### src/rtl/sram_rw.sv
// Single-port synchronous SRAM with a request/valid protocol, optional
// zero-fill after reset, and range checking against LENGTH.
module sram_rw #(
    parameter int ADDR           = 4,
    parameter int WIDTH          = 8,
    parameter int LENGTH         = 16,
    parameter int CLEAR_ON_RESET = 1
) (
    input  logic             clk,
    input  logic             rst,
    input  logic             cs,
    input  logic             we,
    input  logic [ADDR-1:0]  address,
    input  logic [WIDTH-1:0] data_in,
    output logic [WIDTH-1:0] data_out,
    output logic             valid,
    output logic             ready,
    output logic             err,
    output logic             state_dbg
);

    typedef enum logic {
        CLEAR = 1'b0,
        READY = 1'b1
    } state_t;

    localparam logic [ADDR-1:0] LAST_WORD = ADDR'(LENGTH - 1);

    state_t            state_q, state_d;
    logic [ADDR-1:0]   clr_cnt_q, clr_cnt_d;
    logic [WIDTH-1:0]  mem [LENGTH];
    logic              accept;
    logic              in_range;

    // Handshake: a request is taken on any rising edge where cs and ready are
    // both high; there is no other back-pressure. valid/err pulse for exactly
    // the cycle after the request that produced them.
    assign ready     = (state_q == READY) && !rst;
    assign accept    = cs && ready;
    assign in_range  = int'(address) < LENGTH;
    assign state_dbg = state_q;

    always_ff @(posedge clk) begin
        if (rst) begin
            state_q   <= (CLEAR_ON_RESET != 0) ? CLEAR : READY;
            clr_cnt_q <= '0;
        end else begin
            state_q   <= state_d;
            clr_cnt_q <= clr_cnt_d;
        end
    end

    always_comb begin
        state_d   = state_q;
        clr_cnt_d = clr_cnt_q;
        case (state_q)
            CLEAR: begin
                clr_cnt_d = clr_cnt_q + 1'b1;
                if (clr_cnt_q == LAST_WORD) begin
                    state_d   = READY;
                    clr_cnt_d = '0;
                end
            end
            READY: begin
                state_d = READY;
            end
            default: begin
                state_d   = CLEAR;
                clr_cnt_d = '0;
            end
        endcase
    end

    // The array itself is never reset, so contents survive rst when no clear follows.
    always_ff @(posedge clk) begin
        if (!rst) begin
            if (state_q == CLEAR) begin
                mem[clr_cnt_q] <= '0;
            end else if (accept && we && in_range) begin
                mem[address] <= data_in;
            end
        end
    end

    always_ff @(posedge clk) begin
        if (rst) begin
            data_out <= '0;
            valid    <= 1'b0;
            err      <= 1'b0;
        end else begin
            valid <= 1'b0;
            err   <= 1'b0;
            if (accept) begin
                if (!in_range) begin
                    err <= 1'b1;
                    if (!we) begin
                        data_out <= '0;
                        valid    <= 1'b1;
                    end
                end else if (!we) begin
                    data_out <= mem[address];
                    valid    <= 1'b1;
                end
            end
        end
    end

endmodule

### config.mk
export PLATFORM = sky130hd
export DESIGN_NAME = sram_rw
export DESIGN_NICKNAME = d
export VERILOG_FILES = /design/src/rtl/sram_rw.sv
export SDC_FILE = /design/constraint.sdc
export NUM_CORES = 1
export LEC_CHECK = 0
export ABC_AREA = 1
export BUFFER_PORTS_ARGS = -buffer_cell sky130_fd_sc_hd__buf_2
export CAP_MARGIN = 20
export CORE_MARGIN = 3
export CORE_UTILIZATION = 50
export CTS_CLUSTER_DIAMETER = 200
export CTS_CLUSTER_SIZE = 20
export DETAILED_ROUTE_END_ITERATION = 6
export GPL_ROUTABILITY_DRIVEN = 0
export GPL_TIMING_DRIVEN = 0
export PLACE_DENSITY = 0.64
export SYNTH_ARGS = -nofsm -noshare
export SYNTH_HDL_FRONTEND = slang
export SYNTH_SLANG_ARGS = --single-unit
### constraint.sdc
create_clock -name clk -period 5.7 [get_ports clk]
set_clock_uncertainty 0.05 [all_clocks]
set_input_delay 0.855 -clock clk [delete_from_list [all_inputs] [get_ports clk]]
set_output_delay 0.855 -clock clk [all_outputs]
set_load 0.02 [all_outputs]
==> results.yml, run 1 <==
logic_synthesis:
  ys_ff_latch: 142
  syn_area_mm2: 0.00620
  synth.distinct_cells: 29
  syn_avg_cell_area_um2: 9.85
  syn_inst: 630
  ys_warn_count: 0
  yosysSeqAreaShare: 0.665
  synth_nets: 647
drt:
  totalWireLength_um: 15500
  avgViaCountPerCell: 5.21
  wl_met3_um: 1280
  dr.pass1.iters: 6
  drc: 0
  drt-initial-drc-count: 516
  detail-route-antenna-nets: 0
  dr_wl_met2_um: 7060
  highest_layer: "met4"
  wl_met1_um: 6510
  avgRoutedWirePerCell_um: 18.0
  vias: 4477
finish:
  multiInputGateArea_mm2: 0.00160
  finish.utilization: 0.598
  diodes: 0
  seq_area_mm2: 0.00412
  fillCellCount: 986
  drive_gt1_frac: 0.129
  syn_to_final_growth_pct: 16.2
  finalInstanceArea_mm2: 0.00721
  fin_nets: 696
sta:
  hold_viol_final: 0
  rsz0062_at_grt: "false"
  slew_violations: 0
  fin_crit_sh: 0.476
  tightestPinTransition_ns: 1.07
  max_freq_ghz: 0.368
  slew_headroom: 0.283
  setup_violations: 0
  min_period_ns: 2.71
  fin_tns_setup_ns: 0
cts:
  cts_buffer_depth: 2
  clk-insertion-delay-late_ns: 0.43
  clk_pin_slew_worst_paths_ns: 0.06
  root_buffer: "clkbuf_16"
  cts_buffers: 17
  cts_max_level: 4
  cts_resized: 0
  postCtsHoldBufs: 0
  postCtsSetupBuffers: 0
  cts.sinks: 142
  cts_tree: "built"
power_and_ir_drop:
  peakVddDrop_mv: 0.214
  powerDensity_mw_per_mm2: 336
  power_leakage_nw: 3.14
die:
  die_area_mm2: 0.0138
  die_width_um: 117
  core_area_mm2: 0.0121
  ioPinCount: 28
  row_count: 40
  die_h_um: 117
  initial_core_util: 0.514
critical_path:
  endpoint_kind: "register"
  crit_path_frequent_cell: "buf_2"
  cp.required_ns: 5.69
  cp_num_buf_inv: 4
  slowest_stage: "nor3_1"
  cp_max_fo: 10
  critical-path-max-stage-delay_ns: 0.85
  cp-start-kind: "input pin"
  cp_cell_sequence: "buf_2, buf_2, buf_2, o21ai_1, inv_1, nand2_1, nor3_1"
  worst_ep_arrival_time_ns: 2.71
  crit_family: "simple AND/OR/NAND/NOR gates"
  crit_type: "in2reg"
grt:
  overflow: 0
  gr-usage-all-layers: 0.236
  antenna_found_initial: 0
  grt_max_degree: 17
  grt_pass1_vias: 4363
  grt_first_pass_wirelength_um: 24100
placement:
  dp_hpwl_um: 10800
  place_area_mm2: 0.00659
  io_buffers: 23
status:
  status: "complete, no violations"
min_path:
  hp-class: "reg2reg"
flow_run:
  maxCapViolCount: 0
layout by cell type, fill, tap and decap left out, types with 2 or more instances in the layout:
master      instances
a211oi_1            2
inv_1              90
o21ai_1             2
nor2_2              3
buf_1               5
nand2_1           212
nand3_1            90
a21oi_1             4
bufinv_16           4
o21ai_2             2
nor2_4              2
buf_6               4
clkinv_1            3
inv_2               2
buf_4               4
dfxtp_1            14
nor2_1             35
clkinv_2            3
nand3_2             2
clkbuf_16          17
clkbuf_1           10
buf_2              35
inv_6               3
edfxtp_1          128
clkinvlp_4          2
nor3_1              4
report_power, final:
part / internal, mW / leakage (nW) / switching [mW]
Clock: 0.730 / 0.297 / 0.433
Sequential: 1.13 / 1.46 / 0.00423
Combinational: 0.0334 / 1.37 / 0.0880
per-stage QoR:
stage | worst slack [ns] | hold WS, ns | std cells | power [mW]
after floorplan | 3.10 | 0.418 | 630 | 1.23
after global placement | 2.43 | 0.438 | 821 | 1.27
after detailed placement | 2.58 | 0.460 | 828 | 1.28
after CTS | 3.03 | 0.469 | 860 | 2.42
after global routing | 2.87 | 0.504 | 860 | 2.48
final | 2.99 | 0.470 | 860 | 2.42
logic make-up after synthesis:
| kind of cell | count (synthesis) | synth area share |
|---|---|---|
| flops | 142 | 0.665 |
| other cells | 1 | 0.000605 |
| compound gates | 11 | 0.0109 |
| simple gates | 354 | 0.243 |
| fa+ha+maj | 1 | 0.00202 |
| buf+inv | 121 | 0.0785 |
flip-flops by register name (all words and copies together) (netlist names):
register and flops:
valid 1, state_dbg 1, clr_cnt_q 4, mem 128, data_out 8
tightest hold or removal path, stage by stage (launching register included):
cell	delay, ns
dfxtp_1	0.34
nand2_1	0.07
a21oi_1	0.06
final timing paths:
check                       startpoint                        end  slack (ns)  depth (start not counted)
max                         address[0]        mem[3][3]$_DFFE_PP_        2.99                          7
min          clr_cnt_q[1]$_SDFFE_PP0N_  clr_cnt_q[1]$_SDFFE_PP0N_        0.47                          2
max reg2reg       state_dbg$_SDFF_PP0_        mem[3][3]$_DFFE_PP_        3.11                          6
min reg2reg  clr_cnt_q[1]$_SDFFE_PP0N_  clr_cnt_q[1]$_SDFFE_PP0N_        0.47                          2
cell usage after synthesis:
master | number | area share
nand3_4 | 1 | 0.0028
nand4_1 | 1 | 0.0010
dfxtp_1 | 14 | 0.045
nor3_2 | 1 | 0.0016
o21ai_1 | 2 | 0.0016
o21ai_2 | 2 | 0.0028
nand2_2 | 1 | 0.0010
inv_2 | 2 | 0.0012
o21ai_0 | 1 | 0.00081
nand2_1 | 212 | 0.13
buf_1 | 5 | 0.0030
inv_1 | 90 | 0.054
nand2_4 | 1 | 0.0018
clkbuf_1 | 10 | 0.0061
nand3_1 | 90 | 0.073
buf_6 | 2 | 0.0036
clkinv_2 | 1 | 0.00081
nor2_1 | 38 | 0.023
a211oi_1 | 2 | 0.0024
a21oi_1 | 4 | 0.0032
nor2_4 | 2 | 0.0036
or2_2 | 1 | 0.0010
conb_1 | 1 | 0.00060
buf_4 | 1 | 0.0012
buf_2 | 10 | 0.0081
nor3_1 | 4 | 0.0032
edfxtp_1 | 128 | 0.62
ha_1 | 1 | 0.0020
nand3_2 | 2 | 0.0032
per-layer routing:
layer  track usage  up-vias
li1              -     2129
met2         0.349      211
met1         0.310     2092
met5             0        -
met3        0.0685       45
met4         0.139        0
area by class of cell:
type                       instances  share of cell area
multi-input combinational        367               0.222
inverter                          93              0.0486
timing repair buffer              30              0.0236
clock buffer                      17              0.0590
buffer                            28              0.0189
clock inverter                    15              0.0266
sequential                       142               0.572
tap                              168              0.0292
No activity file was read; power rests on OpenSTA's default activity.
==> run 2, diff against run 1 <==
ABC_AREA = 0   (was 1)
clock period = 2.79 ns   (was 5.7 ns; I/O delays follow)
==> run 2 against run 1 <==
Largest cell class unchanged. Critical path depth down 2. Critical path type is now reg2reg. Worst hold slack worse by 0.32 ns. Die area down 7.9%. Sequential power up 100%. Sequential cell count unchanged.
==> results.yml, run 2 <==
placement:
  dp.cells: 476
  place_area_mm2: 0.00599
  io_buffers: 24
  dp_hpwl_um: 7700
logic_synthesis:
  ys_warn_count: 0
  yosysSeqAreaShare: 0.725
  syn_area_mm2: 0.00569
  synth_most_common_cell: "edfxtp_1"
  synth_compound_area_frac: 0.0473
  ys_ff_latch: 142
  synth_nets: 329
  syn_avg_cell_area_um2: 18.2
  yosys.area_share.simple: 0.0493
  async_reset_ff_frac: 0
  synth_edf_count: 128
  ys.flop_type: "edfxtp_1"
  synthMuxAreaShare: 0.150
  synth_top_area_share: 0.675
  synth_top_family_by_area: "multiplexers"
  synth_xor_area_frac: 0.00154
  synth.top_cells.by_area: "edfxtp_1 (68%), mux4_1 (5.5%), dfxtp_1 (4.9%), mux4_2 (4.7%), mux2i_1 (3.2%)"
  synth_fa_ha_area_frac: 0.00220
  synth.distinct_cells: 35
  yosys.area.top_type: "edfxtp_1"
  syn_inst: 312
  synthTopCellsByCount: "edfxtp_1 (128), nor2_1 (21), mux2i_1 (18)"
grt:
  grt_pass1_vias: 3018
  overflow: 0
  gr-usage-all-layers: 0.203
  antenna_found_initial: 0
  grt_max_degree: 17
  grt_first_pass_wirelength_um: 18000
critical_path:
  crit_type: "reg2reg"
  slowest_stage: "nor2_1"
  cp_max_fo: 10
  cp_cell_sequence: "and4b_1, buf_2, clkbuf_1, a31oi_1, nor2_1"
  endpoint_kind: "register"
  critical-path-max-stage-delay_ns: 0.77
  cp-start-kind: "register"
  cp.required_ns: 2.78
  worst_ep_arrival_time_ns: 2.48
sta:
  min_period_ns: 2.49
  fin_tns_setup_ns: 0
  slew_headroom: 0.353
  rsz0062_at_grt: "false"
  fin_crit_sh: 0.893
  slew_violations: 0
  hold_viol_final: 0
  setup_violations: 0
  whs_ns: 0.153
  tightestPinTransition_ns: 0.967
  max_freq_ghz: 0.401
power_and_ir_drop:
  power_frac_comb: 0.037
  clkPwrFrac: 0.467
  switchingPower_uw: 922
  power_leakage_nw: 2.53
  peakVddDrop_mv: 0.598
  seq_power_share: 0.496
  finalPower_mw: 4.69
  p_int_mw: 3.77
  powerDensity_mw_per_mm2: 715
  netSwitchingFraction: 0.197
cts:
  root_buffer: "clkbuf_16"
  cts.sinks: 142
  postCtsHoldBufs: 0
  clk-insertion-delay-late_ns: 0.42
  clk_pin_slew_worst_paths_ns: 0.06
  cts_buffers: 17
  postCtsSetupBuffers: 0
  cts_max_level: 4
  cts_tree: "built"
  cts_buffer_depth: 2
  cts_resized: 0
drt:
  drt-initial-drc-count: 216
  avgRoutedWirePerCell_um: 23.3
  dr_wl_met2_um: 5880
  vias: 2979
  avgViaCountPerCell: 5.86
  totalWireLength_um: 11800
  highest_layer: "met4"
  wl_met3_um: 760
  detail-route-antenna-nets: 0
  drc: 0
  dr.pass1.iters: 5
  wl_met1_um: 5080
die:
  ioPinCount: 28
  die_h_um: 113
  core_area_mm2: 0.0110
  initial_core_util: 0.518
  row_count: 38
  die_width_um: 113
  die_area_mm2: 0.0127
finish:
  mostFrequentLayoutCells: "edfxtp_1 (128), buf_2 (28), nor2_1 (21), mux2i_1 (18), clkbuf_16 (17)"
  syn_to_final_growth_pct: 15.3
  finalInstanceArea_mm2: 0.00656
  drive_gt1_frac: 0.231
  instances_no_fill: 508
  fin_nets: 372
  layout_commonest_cell: "edfxtp_1"
  diodes: 0
  reg.largest.list: "mem x128, data_out x8, clr_cnt_q x4"
  largest-register: "mem"
  largest_reg_flops: 128
status:
  status: "complete, no violations"
flow_run:
  maxCapViolCount: 0
min_path:
  hp-class: "in2reg"
==> run 2: changes by cell type after synthesis, moves of 12 or more <==
cell	change
a22oi_1	+16
inv_1	-85
mux2i_1	+18
mux4_1	+12
mux4_2	+12
nand2_1	-202
nand3_1	-90
nor2_1	-17
==> run 2: area by class of cell <==
class	instances	area (µm²)
Buffer	17	114
Sequential cell	142	4120
Timing Repair Buffer	24	120
Tap cell	140	175
Clock inverter	15	153
Inverter	6	22.5
Fill cell	814	4420
Multi-Input combinational cell	147	1430
Clock buffer	17	425
==> run 2: layer usage <==
metal  vias up  global-route usage
met3        12              0.0609
met2       104               0.318
li1       1352                   -
met5         -                   0
met4         0              0.0553
met1      1511               0.281
==> run 2: logic make-up after synthesis <==
| logic type | after synthesis |
|---|---|
| compound gates | 38 |
| xor+xnor | 1 |
| fa+ha+maj | 1 |
| buf+inv | 23 |
| flops | 142 |
| mux | 50 |
| other cells | 1 |
| simple gates | 56 |
==> run 2: worst max-delay path: cells and delay by family (launching register included) <==
family,cells,cell delay (ns)
AO/OA/AOI/OAI,1,0.23
buffers and inverters,2,0.50
flip-flops,1,0.36
AND/OR/NAND/NOR,2,0.97
==> run 2: worst paths after layout <==
kind	end	startpoint	depth (start not counted)	slack, ns
worst max-delay path	mem[2][4]$_DFFE_PP_	state_dbg$_SDFF_PP0_	5	0.30
worst min register to register	data_out[4]$_SDFFE_PP0P_	data_out[4]$_SDFFE_PP0P_	2	0.44
worst min-delay path	valid$_SDFF_PP0_	rst	2	0.15
worst max register to register	mem[2][4]$_DFFE_PP_	state_dbg$_SDFF_PP0_	5	0.30
==> run 2: per-stage QoR <==
step                 util  setup WS (ns)
floorplan               -          0.598
global placement    0.545        -0.0386
detailed placement  0.545        -0.0879
CTS                 0.598          0.301
global route        0.598         0.0620
finish              0.598          0.298
==> run 2: power groups by stage <==
stage / logic, mW / clock network (mW) / registers (mW)
after floorplan: 0.123 / 0 / 2.36
after global placement: 0.174 / 0 / 2.37
after detailed placement: 0.176 / 0 / 2.37
after CTS: 0.178 / 2.22 / 2.32
after global routing: 0.191 / 2.32 / 2.33
final: 0.176 / 2.19 / 2.33
